`src/rtl/systolic_pkg.sv`:
```
// Shared types and constants for the 2x2 systolic array feeder path.
package systolic_pkg;

  localparam int SYSTOLIC_ARRAY_WIDTH = 2;
  localparam int DATA_WIDTH           = 16;
  localparam int SKEW_DEPTH           = SYSTOLIC_ARRAY_WIDTH - 1;

  typedef enum logic [2:0] {
    ST_IDLE,
    ST_CFG,
    ST_LOAD_W,
    ST_SWITCH,
    ST_STREAM,
    ST_DRAIN,
    ST_DONE
  } feeder_state_t;

  // Number of array columns actually used by a tile.
  function automatic logic [15:0] clamp_cols(input logic [15:0] cols,
                                             input logic [15:0] max_cols);
    return (cols > max_cols) ? max_cols : cols;
  endfunction

endpackage

```
`src/rtl/systolic_skew_line.sv`:
```
// Per-lane delay chain (data + valid) of DEPTH registers; idle slots carry zero.
module systolic_skew_line
  import systolic_pkg::*;
#(
  parameter int DEPTH = 1,
  parameter int WIDTH = DATA_WIDTH
) (
  input  logic             clk,
  input  logic             rst,
  input  logic             in_valid,
  input  logic [WIDTH-1:0] in_data,
  output logic             out_valid,
  output logic [WIDTH-1:0] out_data
);

  logic [WIDTH-1:0] data_q  [DEPTH];
  logic             valid_q [DEPTH];

  always_ff @(posedge clk) begin
    if (rst) begin
      for (int i = 0; i < DEPTH; i++) begin
        data_q[i]  <= '0;
        valid_q[i] <= 1'b0;
      end
    end else begin
      // Bubbles enter as zero data so the array never sees stale operands.
      data_q[0]  <= in_valid ? in_data : '0;
      valid_q[0] <= in_valid;
      for (int i = 1; i < DEPTH; i++) begin
        data_q[i]  <= data_q[i-1];
        valid_q[i] <= valid_q[i-1];
      end
    end
  end

  assign out_valid = valid_q[DEPTH-1];
  assign out_data  = data_q[DEPTH-1];

endmodule

```
`src/rtl/systolic_feeder.sv`:
```
// Transmit-side driver for the 2x2 systolic array: column config, weight load,
// shadow switch and skewed activation streaming for one tile per command.
module systolic_feeder #(
  parameter int SYSTOLIC_ARRAY_WIDTH = systolic_pkg::SYSTOLIC_ARRAY_WIDTH,
  parameter int DATA_WIDTH           = systolic_pkg::DATA_WIDTH,
  parameter int ROW_CNT_WIDTH        = 16
) (
  input  logic                     clk,
  input  logic                     rst,
  input  logic                     cmd_valid,
  output logic                     cmd_ready,
  input  logic [ROW_CNT_WIDTH-1:0] cmd_num_rows,
  input  logic [15:0]              cmd_num_cols,
  input  logic                     w_valid,
  output logic                     w_ready,
  input  logic [DATA_WIDTH-1:0]    w_data_1,
  input  logic [DATA_WIDTH-1:0]    w_data_2,
  input  logic                     act_valid,
  output logic                     act_ready,
  input  logic [DATA_WIDTH-1:0]    act_data_1,
  input  logic [DATA_WIDTH-1:0]    act_data_2,
  output logic [DATA_WIDTH-1:0]    sys_data_in_1x,
  output logic [DATA_WIDTH-1:0]    sys_data_in_2x,
  output logic                     sys_start,
  output logic [DATA_WIDTH-1:0]    sys_weight_in_x1,
  output logic [DATA_WIDTH-1:0]    sys_weight_in_x2,
  output logic                     sys_accept_w_1,
  output logic                     sys_accept_w_2,
  output logic                     sys_switch_in,
  output logic [15:0]              ub_rd_col_size_in,
  output logic                     ub_rd_col_size_valid_in,
  output logic                     busy,
  output logic                     done
);

  import systolic_pkg::*;

  // Handshakes: a beat transfers on a rising clk edge where valid && ready.
  // Ready outputs are registered from the next state, so they equal the
  // current state's permission; upstream data is sampled only on transfer.

  localparam int DRAIN_W = (SKEW_DEPTH > 1) ? $clog2(SKEW_DEPTH) : 1;

  feeder_state_t state, state_next;

  logic [ROW_CNT_WIDTH-1:0] num_rows;
  logic [ROW_CNT_WIDTH-1:0] rows_sent;
  logic [15:0]              eff_cols;
  logic                     beat;
  logic [DRAIN_W-1:0]       drain_cnt;

  logic cmd_fire, w_fire, act_fire, last_row, drain_last;
  logic                  lane2_valid;
  logic [DATA_WIDTH-1:0] lane2_data;

  assign cmd_fire   = cmd_valid && cmd_ready;
  assign w_fire     = w_valid && w_ready;
  assign act_fire   = act_valid && act_ready;
  assign last_row   = (rows_sent == (num_rows - ROW_CNT_WIDTH'(1)));
  assign drain_last = (drain_cnt == DRAIN_W'(SKEW_DEPTH - 1));

  always_ff @(posedge clk) begin
    if (rst) state <= ST_IDLE;
    else     state <= state_next;
  end

  always_comb begin
    state_next = state;
    unique case (state)
      ST_IDLE:   if (cmd_fire) state_next = ST_CFG;
      ST_CFG:    state_next = ST_LOAD_W;
      ST_LOAD_W: if (w_fire && beat) state_next = ST_SWITCH;
      ST_SWITCH: state_next = (num_rows == '0) ? ST_DONE : ST_STREAM;
      ST_STREAM: if (act_fire && last_row) state_next = ST_DRAIN;
      ST_DRAIN:  if (drain_last) state_next = ST_DONE;
      ST_DONE:   state_next = ST_IDLE;
      default:   state_next = ST_IDLE;
    endcase
  end

  // Tile bookkeeping.
  always_ff @(posedge clk) begin
    if (rst) begin
      num_rows  <= '0;
      rows_sent <= '0;
      eff_cols  <= '0;
      beat      <= 1'b0;
      drain_cnt <= '0;
    end else begin
      if (cmd_fire) begin
        num_rows  <= cmd_num_rows;
        eff_cols  <= clamp_cols(cmd_num_cols, 16'(SYSTOLIC_ARRAY_WIDTH));
        rows_sent <= '0;
        beat      <= 1'b0;
      end
      if (w_fire)   beat      <= ~beat;
      if (act_fire) rows_sent <= rows_sent + ROW_CNT_WIDTH'(1);
      drain_cnt <= (state == ST_DRAIN) ? drain_cnt + DRAIN_W'(1) : '0;
    end
  end

  // Registered control and weight outputs.
  always_ff @(posedge clk) begin
    if (rst) begin
      cmd_ready               <= 1'b0;
      w_ready                 <= 1'b0;
      act_ready               <= 1'b0;
      busy                    <= 1'b0;
      done                    <= 1'b0;
      ub_rd_col_size_in       <= '0;
      ub_rd_col_size_valid_in <= 1'b0;
      sys_weight_in_x1        <= '0;
      sys_weight_in_x2        <= '0;
      sys_accept_w_1          <= 1'b0;
      sys_accept_w_2          <= 1'b0;
      sys_switch_in           <= 1'b0;
    end else begin
      cmd_ready               <= (state_next == ST_IDLE);
      w_ready                 <= (state_next == ST_LOAD_W);
      act_ready               <= (state_next == ST_STREAM);
      busy                    <= (state_next != ST_IDLE);
      done                    <= (state == ST_DONE);
      ub_rd_col_size_valid_in <= (state == ST_CFG);
      ub_rd_col_size_in       <= (state == ST_CFG) ? eff_cols : '0;
      // Column c only shifts when it is part of the active tile.
      sys_accept_w_1          <= w_fire && (eff_cols >= 16'd1);
      sys_accept_w_2          <= w_fire && (eff_cols >= 16'd2);
      if (w_fire) begin
        sys_weight_in_x1 <= w_data_1;
        sys_weight_in_x2 <= w_data_2;
      end
      // Registered from SWITCH so it lands strictly after the last accept_w.
      sys_switch_in           <= (state == ST_SWITCH);
    end
  end

  systolic_skew_line #(.DEPTH(1), .WIDTH(DATA_WIDTH)) u_lane1 (
    .clk       (clk),
    .rst       (rst),
    .in_valid  (act_fire),
    .in_data   (act_data_1),
    .out_valid (sys_start),
    .out_data  (sys_data_in_1x)
  );

  systolic_skew_line #(.DEPTH(SKEW_DEPTH + 1), .WIDTH(DATA_WIDTH)) u_lane2 (
    .clk       (clk),
    .rst       (rst),
    .in_valid  (act_fire),
    .in_data   (act_data_2),
    .out_valid (lane2_valid),
    .out_data  (lane2_data)
  );

  assign sys_data_in_2x = lane2_valid ? lane2_data : '0;

endmodule

```
`config.mk`:
```
export PLATFORM = sky130hd
export DESIGN_NAME = systolic_feeder
export DESIGN_NICKNAME = d
export VERILOG_FILES = /design/src/rtl/systolic_pkg.sv /design/src/rtl/systolic_skew_line.sv /design/src/rtl/systolic_feeder.sv
export SDC_FILE = /design/constraint.sdc
export NUM_CORES = 1
export LEC_CHECK = 0
export BUFFER_PORTS_ARGS = -buffer_cell sky130_fd_sc_hd__buf_4
export CORE_MARGIN = 2
export CORE_UTILIZATION = 45
export DETAILED_ROUTE_END_ITERATION = 16
export PLACE_DENSITY = 0.75
export SYNTH_ARGS = -nofsm -noshare
export SYNTH_HDL_FRONTEND = slang
export SYNTH_SLANG_ARGS = --single-unit
```
`constraint.sdc`:
```
create_clock -name clk -period 2.13 [get_ports clk]
set_clock_uncertainty 0.15 [all_clocks]
set_input_delay 0.3195 -clock clk [delete_from_list [all_inputs] [get_ports clk]]
set_output_delay 0.3195 -clock clk [all_outputs]
set_load 0.01 [all_outputs]
```
After elaboration in Yosys (flattened, before gate mapping)
Memories as Yosys holds them, arrays and structs flattened.
Cells that the tools add are included.
{"block": "classes", "muxes": 25, "magnitude_cmp": 3, "bitwise": 7, "add_sub_neg": 3, "n_eq_ne": 9, "n_reduce_logical": 17}
{"operator": "$mux 16", "n": 9}
{"operator": "$pmux 3 s6", "n": 1}
{"operator": "$add 16x1->16 const B", "n": 1}
{"operator": "$eq 16x16->1", "n": 1}
{"operator": "$ge 16x1->1 const B", "n": 1}
{"operator": "$ge 16x2->1 const B", "n": 1}
{"operator": "$gt 16x2->1 const B", "n": 1}
{"operator": "$logic_not 16->1", "n": 1}
{"operator": "$reduce_or 16->1", "n": 1}
{"operator": "$sub 16x1->16 const B", "n": 1}
{"operator": "$eq 3x3->1 const B", "n": 4}
{"operator": "$mux 3", "n": 4}
{"operator": "$mux 1", "n": 10}
{"operator": "$eq 3x2->1 const B", "n": 3}
{"operator": "$logic_and 1x1->1", "n": 7}
{"operator": "$logic_not 3->1", "n": 2}
{"operator": "$or 1x1->1", "n": 4}
{"operator": "$reduce_bool 2->1", "n": 2}
{"operator": "$reduce_or 2->1", "n": 2}
{"operator": "$eq 3x1->1 const B", "n": 1}
{"operator": "$not 1->1", "n": 3}
{"operator": "$reduce_bool 3->1", "n": 1}
{"operator": "$mux 2", "n": 1}
{"operator": "$add 1x1->1 const B", "n": 1}
{"operator": "$reduce_or 1->1", "n": 1}
{"block": "totals", "word_cells": 86, "ram_bits": 51, "out_inout_bits": 90, "ff_bits": 110, "memories": 4}
{"memory": "u_lane2.data_q", "words": 2, "width": 16, "read_ports": 2, "rd_ports_with_merged_regs": 0, "wr": 2, "line": "systolic_skew_line.sv:16", "rtl": "logic [WIDTH-1:0] data_q [DEPTH];"}
{"memory": "u_lane1.data_q", "words": 1, "width": 16, "read_ports": 1, "rd_ports_with_merged_regs": 0, "wr": 1, "line": "systolic_skew_line.sv:16"}
{"memory": "u_lane2.valid_q", "words": 2, "width": 1, "read_ports": 2, "rd_ports_with_merged_regs": 0, "wr": 2, "line": "systolic_skew_line.sv:17", "rtl": "logic valid_q [DEPTH];"}
{"memory": "u_lane1.valid_q", "words": 1, "width": 1, "read_ports": 1, "rd_ports_with_merged_regs": 0, "wr": 1, "line": "systolic_skew_line.sv:17"}

Longest topological paths before layout
{"block": "logic_depth", "word_depth": 6, "mapped_depth": 9, "ltp_nobuf": 8}

Modules after synthesis
A second synthesis with hierarchy kept.
{"block": "hier_totals", "cells_unflattened": 670, "hier_area_um2": 6145.9}
{"module": "systolic_feeder", "area_per_inst_um2": 4564.4, "instances": 1, "seq_area_each_um2": 2202.1, "cells_each": 546}
{"module": "systolic_skew_line (u_lane2)", "area_per_inst_um2": 1076.0, "instances": 1, "seq_area_each_um2": 680.7, "cells_each": 88}
{"module": "systolic_skew_line (u_lane1)", "area_per_inst_um2": 505.5, "instances": 1, "seq_area_each_um2": 340.3, "cells_each": 36}

Worst setup path after synthesis
No wires, ideal clock.
{"block": "synth_timing", "kind": "reg2reg", "startpoint": "reg num_rows[2]", "endpoint": "reg state[0]", "t_arrival_ns": 2.158, "required_time_ns": 1.920, "path_buffers": 1, "setup_slack_ns": -0.237, "path_stages_with_launch": 8, "path_cell_list": "dfxtp_1 buf_6 or4_4 nor4_4 mux2i_1 or3b_1 a311oi_1 a22o_1"}
{"block": "synth_via", "elab_chain_len": 5}
{"item": "start: declaration", "line": "systolic_feeder.sv:46", "rtl": "logic [ROW_CNT_WIDTH-1:0] num_rows;"}
{"item": "start signal: assignment", "line": "systolic_feeder.sv:91", "rtl": "num_rows <= cmd_num_rows;"}
{"item": "$sub 16x1->16", "line": "systolic_feeder.sv:59", "rtl": "assign last_row = (rows_sent == (num_rows - ROW_CNT_WIDTH'(1)));"}
{"item": "$eq 16x16->1", "line": "systolic_feeder.sv:59"}
{"item": "$logic_and 1x1->1", "line": "systolic_feeder.sv:74", "rtl": "ST_STREAM: if (act_fire && last_row) state_next = ST_DRAIN;"}
{"item": "$mux 3", "line": "systolic_feeder.sv:74"}
{"item": "$pmux 3 s6", "line": "systolic_feeder.sv:69", "rtl": "unique case (state)"}
{"item": "end signal: assignment", "line": "systolic_feeder.sv:64", "rtl": "else state <= state_next;"}
{"item": "end: declaration", "line": "systolic_feeder.sv:44", "rtl": "feeder_state_t state, state_next;"}
Every way passes these cells.
A chain may end at the register's enable or synchronous reset.

Final worst setup path
{"block": "layout_timing", "startpoint": "reg num_rows[5]", "endpoint": "reg act_ready"}
{"block": "layout_via", "elab_chain_len": 6}
{"item": "$sub 16x1->16", "line": "systolic_feeder.sv:59"}
{"item": "$eq 16x16->1", "line": "systolic_feeder.sv:59"}
{"item": "$logic_and 1x1->1", "line": "systolic_feeder.sv:74"}
{"item": "$mux 3", "line": "systolic_feeder.sv:74"}
{"item": "$pmux 3 s6 (*)", "line": "systolic_feeder.sv:69"}
{"item": "$eq 3x3->1 (*)", "line": "systolic_feeder.sv:120", "rtl": "act_ready <= (state_next == ST_STREAM);"}
{"item": "end signal: assignment", "line": "systolic_feeder.sv:120"}
{"item": "end: declaration", "line": "systolic_feeder.sv:19", "rtl": "output logic act_ready,"}
Mark *: on every way between the ends. The rest lies on a longest branch, timed or not.

==> key figures <==
Timing
  – Tmin final: roughly 2.4 ns
  – RSZ-0062 raised after global routing: true
  – F_max: 418 MHz
  – Slew @ Worst Pin: 0.727 ns
  – Fin crit share: 112%
  – Final Slew Violations: 0
  – Setup ws final: -0.264 ns
  – Hold Vio Cnt, Final: 0
  – Final setup fails: 2
  – Worst slew margin: 51.5%

Cells and area
  – Area Growth Syn to Fin: 52.4%
  – Seq. cell area: 3210 um2
  – Layout fillers: 932
  – Nets: roughly 1,000
  – Multi-input logic area: between 2000 and 3000 um2
  – Most frequent cells in the layout: buf_4 (222), dfxtp_1 (158), nand2_1 (117)
  – Most common cell after layout, fill and taps aside: buf_4
  – Layout cells sized above 1: 29.3%
  – # diodes: 0
  – Final Core Density: between 70% and 80%

GRT
  – Vias in the first global route: between 5,000 and 6,000
  – GRT Residual Overflow: 0
  – Global-route wire length before repair: roughly 26,000 um
  – Initial antenna violation count: 0
  – Pin count of the biggest net entering global routing: 45
  – Total GRT Usage: 23.1%

Drt
  – Drt pass-1 iters: 6
  – Vias per cell: around 5.0
  – DRT antenna net count: 0
  – Final wirelength: approximately 16,000 um
  – # DRC: 0
  – Via Count: ~5,500
  – Wire length per cell: roughly 15 um
  – Drt initial violations: 348

Worst setup path
  – Critical path class: reg -> reg
  – Crit path required time: between 2 and 2.5 ns
  – Reg2reg path depth: 7
  – Nature of the critical path startpoint: flop
  – R2R Setup Slk: -0.26 ns
  – Reg2reg start: num_rows[5]
  – CP Capture Type: flop
  – RR Endpoint: act_ready
  – Worst Path Max Fanout: 3
  – CP arrival: about 2.5 ns
  – Critical path launch point: num_rows[5]

Logic synthesis
  – Synthesized flop and latch total: 160
  – Post-synth EDFFs: 0
  – Synth Instances: approximately 650
  – Synth Flop Type: dfxtp_1
  – Mean area per synthesized cell: a little over 9 um2
  – Distinct cells, synth: between 40 and 50
  – Async S/R FF share, synth: 0%
  – Top cell type's share of synthesized area: 54.4%
  – Post-synth design cell area: between 5000 and 6000 um2
  – Cell taking the most area after synthesis: dfxtp_1
  – Sequential cell area fraction in the yosys report: 54.4%
  – Syn_nets: approximately 750
  – Synth top area cells: dfxtp_1 (54%), nand2_1 (7.5%), and2_1 (5.6%)
  – Yosys warnings: 0

Outcome
  – Outcome: finished with violations
  – Failing checks: setup timing

Hold path
  – Worst hold path depth: 3
  – Hold Path End: sys_weight_in_x1[11]
  – Hold_sp: w_data_1[11]
  – HP Class: in -> reg

Clocking
  – CTS tree: done
  – CTS Buf Count: 17
  – Root buffer cell: clkbuf_16
  – CTS max path bufs: 2
  – Clock Latency Late Sink: 0.42 ns
  – Clock transition at the registers of the reported paths: around 0.060 ns
  – Clock sink count: 160
  – # H-tree levels: 4

Floorplan
  – Row count: 41
  – Die height: ~120 um
  – # IOs: 191
  – Die W: between 100 and 150 um
  – Area of the core: roughly 13,000 um2
  – Initial Util: a little under half
  – Die area: around 14,000 um2

Placement
  – RD Place Congestion: just over 0.9
  – Worst slack, placed: -0.219 ns
  – Port Buffers: 190
  – DP Wirelength: 10,800 um

Power
  – VDD IR max: around 0.39 mV
  – Final Power: ~6.7 mW
  – PwrDens: between 700 and 800 nW/um2
  – Leakage: a little under 4 nW

Job
  – Max-Cap Viols: 0
[cell type report]
cell class              instances  area share, %
repair buffers                296           26.9
clock buffers                  21           5.35
multi-input cells             441           28.1
inverters                       8          0.335
clock inverters                11           1.14
well taps                     172           2.40
flip-flops and latches        160           35.7
[worst max path at each step]
stage          slack [ns]         to
2_1_floorplan       -0.12   state[0]
3_3_place_gp        -0.18   state[0]
3_5_place_dp        -0.22  act_ready
4_1_cts             -0.20  act_ready
5_1_grt             -0.35  act_ready
6_report            -0.26  act_ready
[layer usage]
metal	global-route usage (%)	wire (um)
met5	0	0
met1	26.9	6520
met4	9.82	397
met3	6.42	1230
met2	39.8	8020
[worst max-delay path: stages (launching register included)]
cell and delay, ns:
dfxtp_1 0.31, or4_4 0.57, nor4_4 0.35, buf_4 0.17, xor2_1 0.05, or3_1 0.32
a31oi_1 0.22, a2111oi_2 0.10
[state kept, by name (all words and copies together), names as in the netlist, 2 cells and up]
register / flops
eff_cols: 16
num_rows: 16
rows_sent: 16
state: 3
sys_weight_in_x1: 16
sys_weight_in_x2: 16
u_lane1.data_q: 16
u_lane2.data_q: 32
u_lane2.valid_q: 2
ub_rd_col_size_in: 16
[cell usage after synthesis (2+ instances only)]
cell type  number
dfxtp_1       160
nand2_1       117
a21oi_1        60
and2_1         53
clkbuf_1       36
and3_1         33
nor2_1         31
nor2b_1        19
nor4_1         14
nand3_1        13
xor2_1         12
nor3_1         11
xnor2_1        10
nand4_1         9
inv_1           8
mux2_2          4
nand2b_1        4
a211oi_1        3
and4_1          3
mux2i_1         3
nor3b_1         3
o21a_1          3
or2_2           3
or3_1           3
a2111oi_0       2
a211o_1         2
a221o_1         2
a22oi_1         2
a31oi_1         2
buf_1           2
ha_1            2
nor4_4          2
o211ai_1        2
o311ai_0        2
or4_4           2
[power by group]
group	total, mW	internal, mW	switching [mW]
Combinational	0.737	0.412	0.326
Clock	2.92	1.74	1.18
Sequential	3.06	3.03	0.0314
[through the flow]
stage / std cells / setup TNS [ns] / cell area, um2 / hold WS (ns)
after global routing: 1109 / -0.698 / 8970 / 0.0186
after global placement: 1001 / -0.346 / 7600 / 0.266
after floorplan: 649 / -0.227 / 5900 / 0.264
final: 1109 / -0.491 / 8970 / 0.0212
after detailed placement: 1001 / -0.398 / 7600 / 0.270
after CTS: 1109 / -0.399 / 8960 / 0.00170
[kinds of logic (layout without fill, tap and decap cells)]
group,count (synthesis),after routing,synth area share (%)
AO/OA/AOI/OAI,86,86,8.75
XOR/XNOR,22,22,3.27
adder cells (fa/ha/maj),2,2,0.425
buffers and inverters,48,336,3.21
flip-flops,160,160,54.4
multiplexers,7,7,1.27
AND/OR/NAND/NOR,324,324,28.7
[what timing repair did]
action	in CTS	in global routing
gates resized for setup	3	3
pin swaps	7	2
setup endpoints to repair	2	3
hold endpoints to repair	73	0
buffers inserted	3	0
hold buffers	73	0
Note: power is estimated with default switching activity, not from simulation.
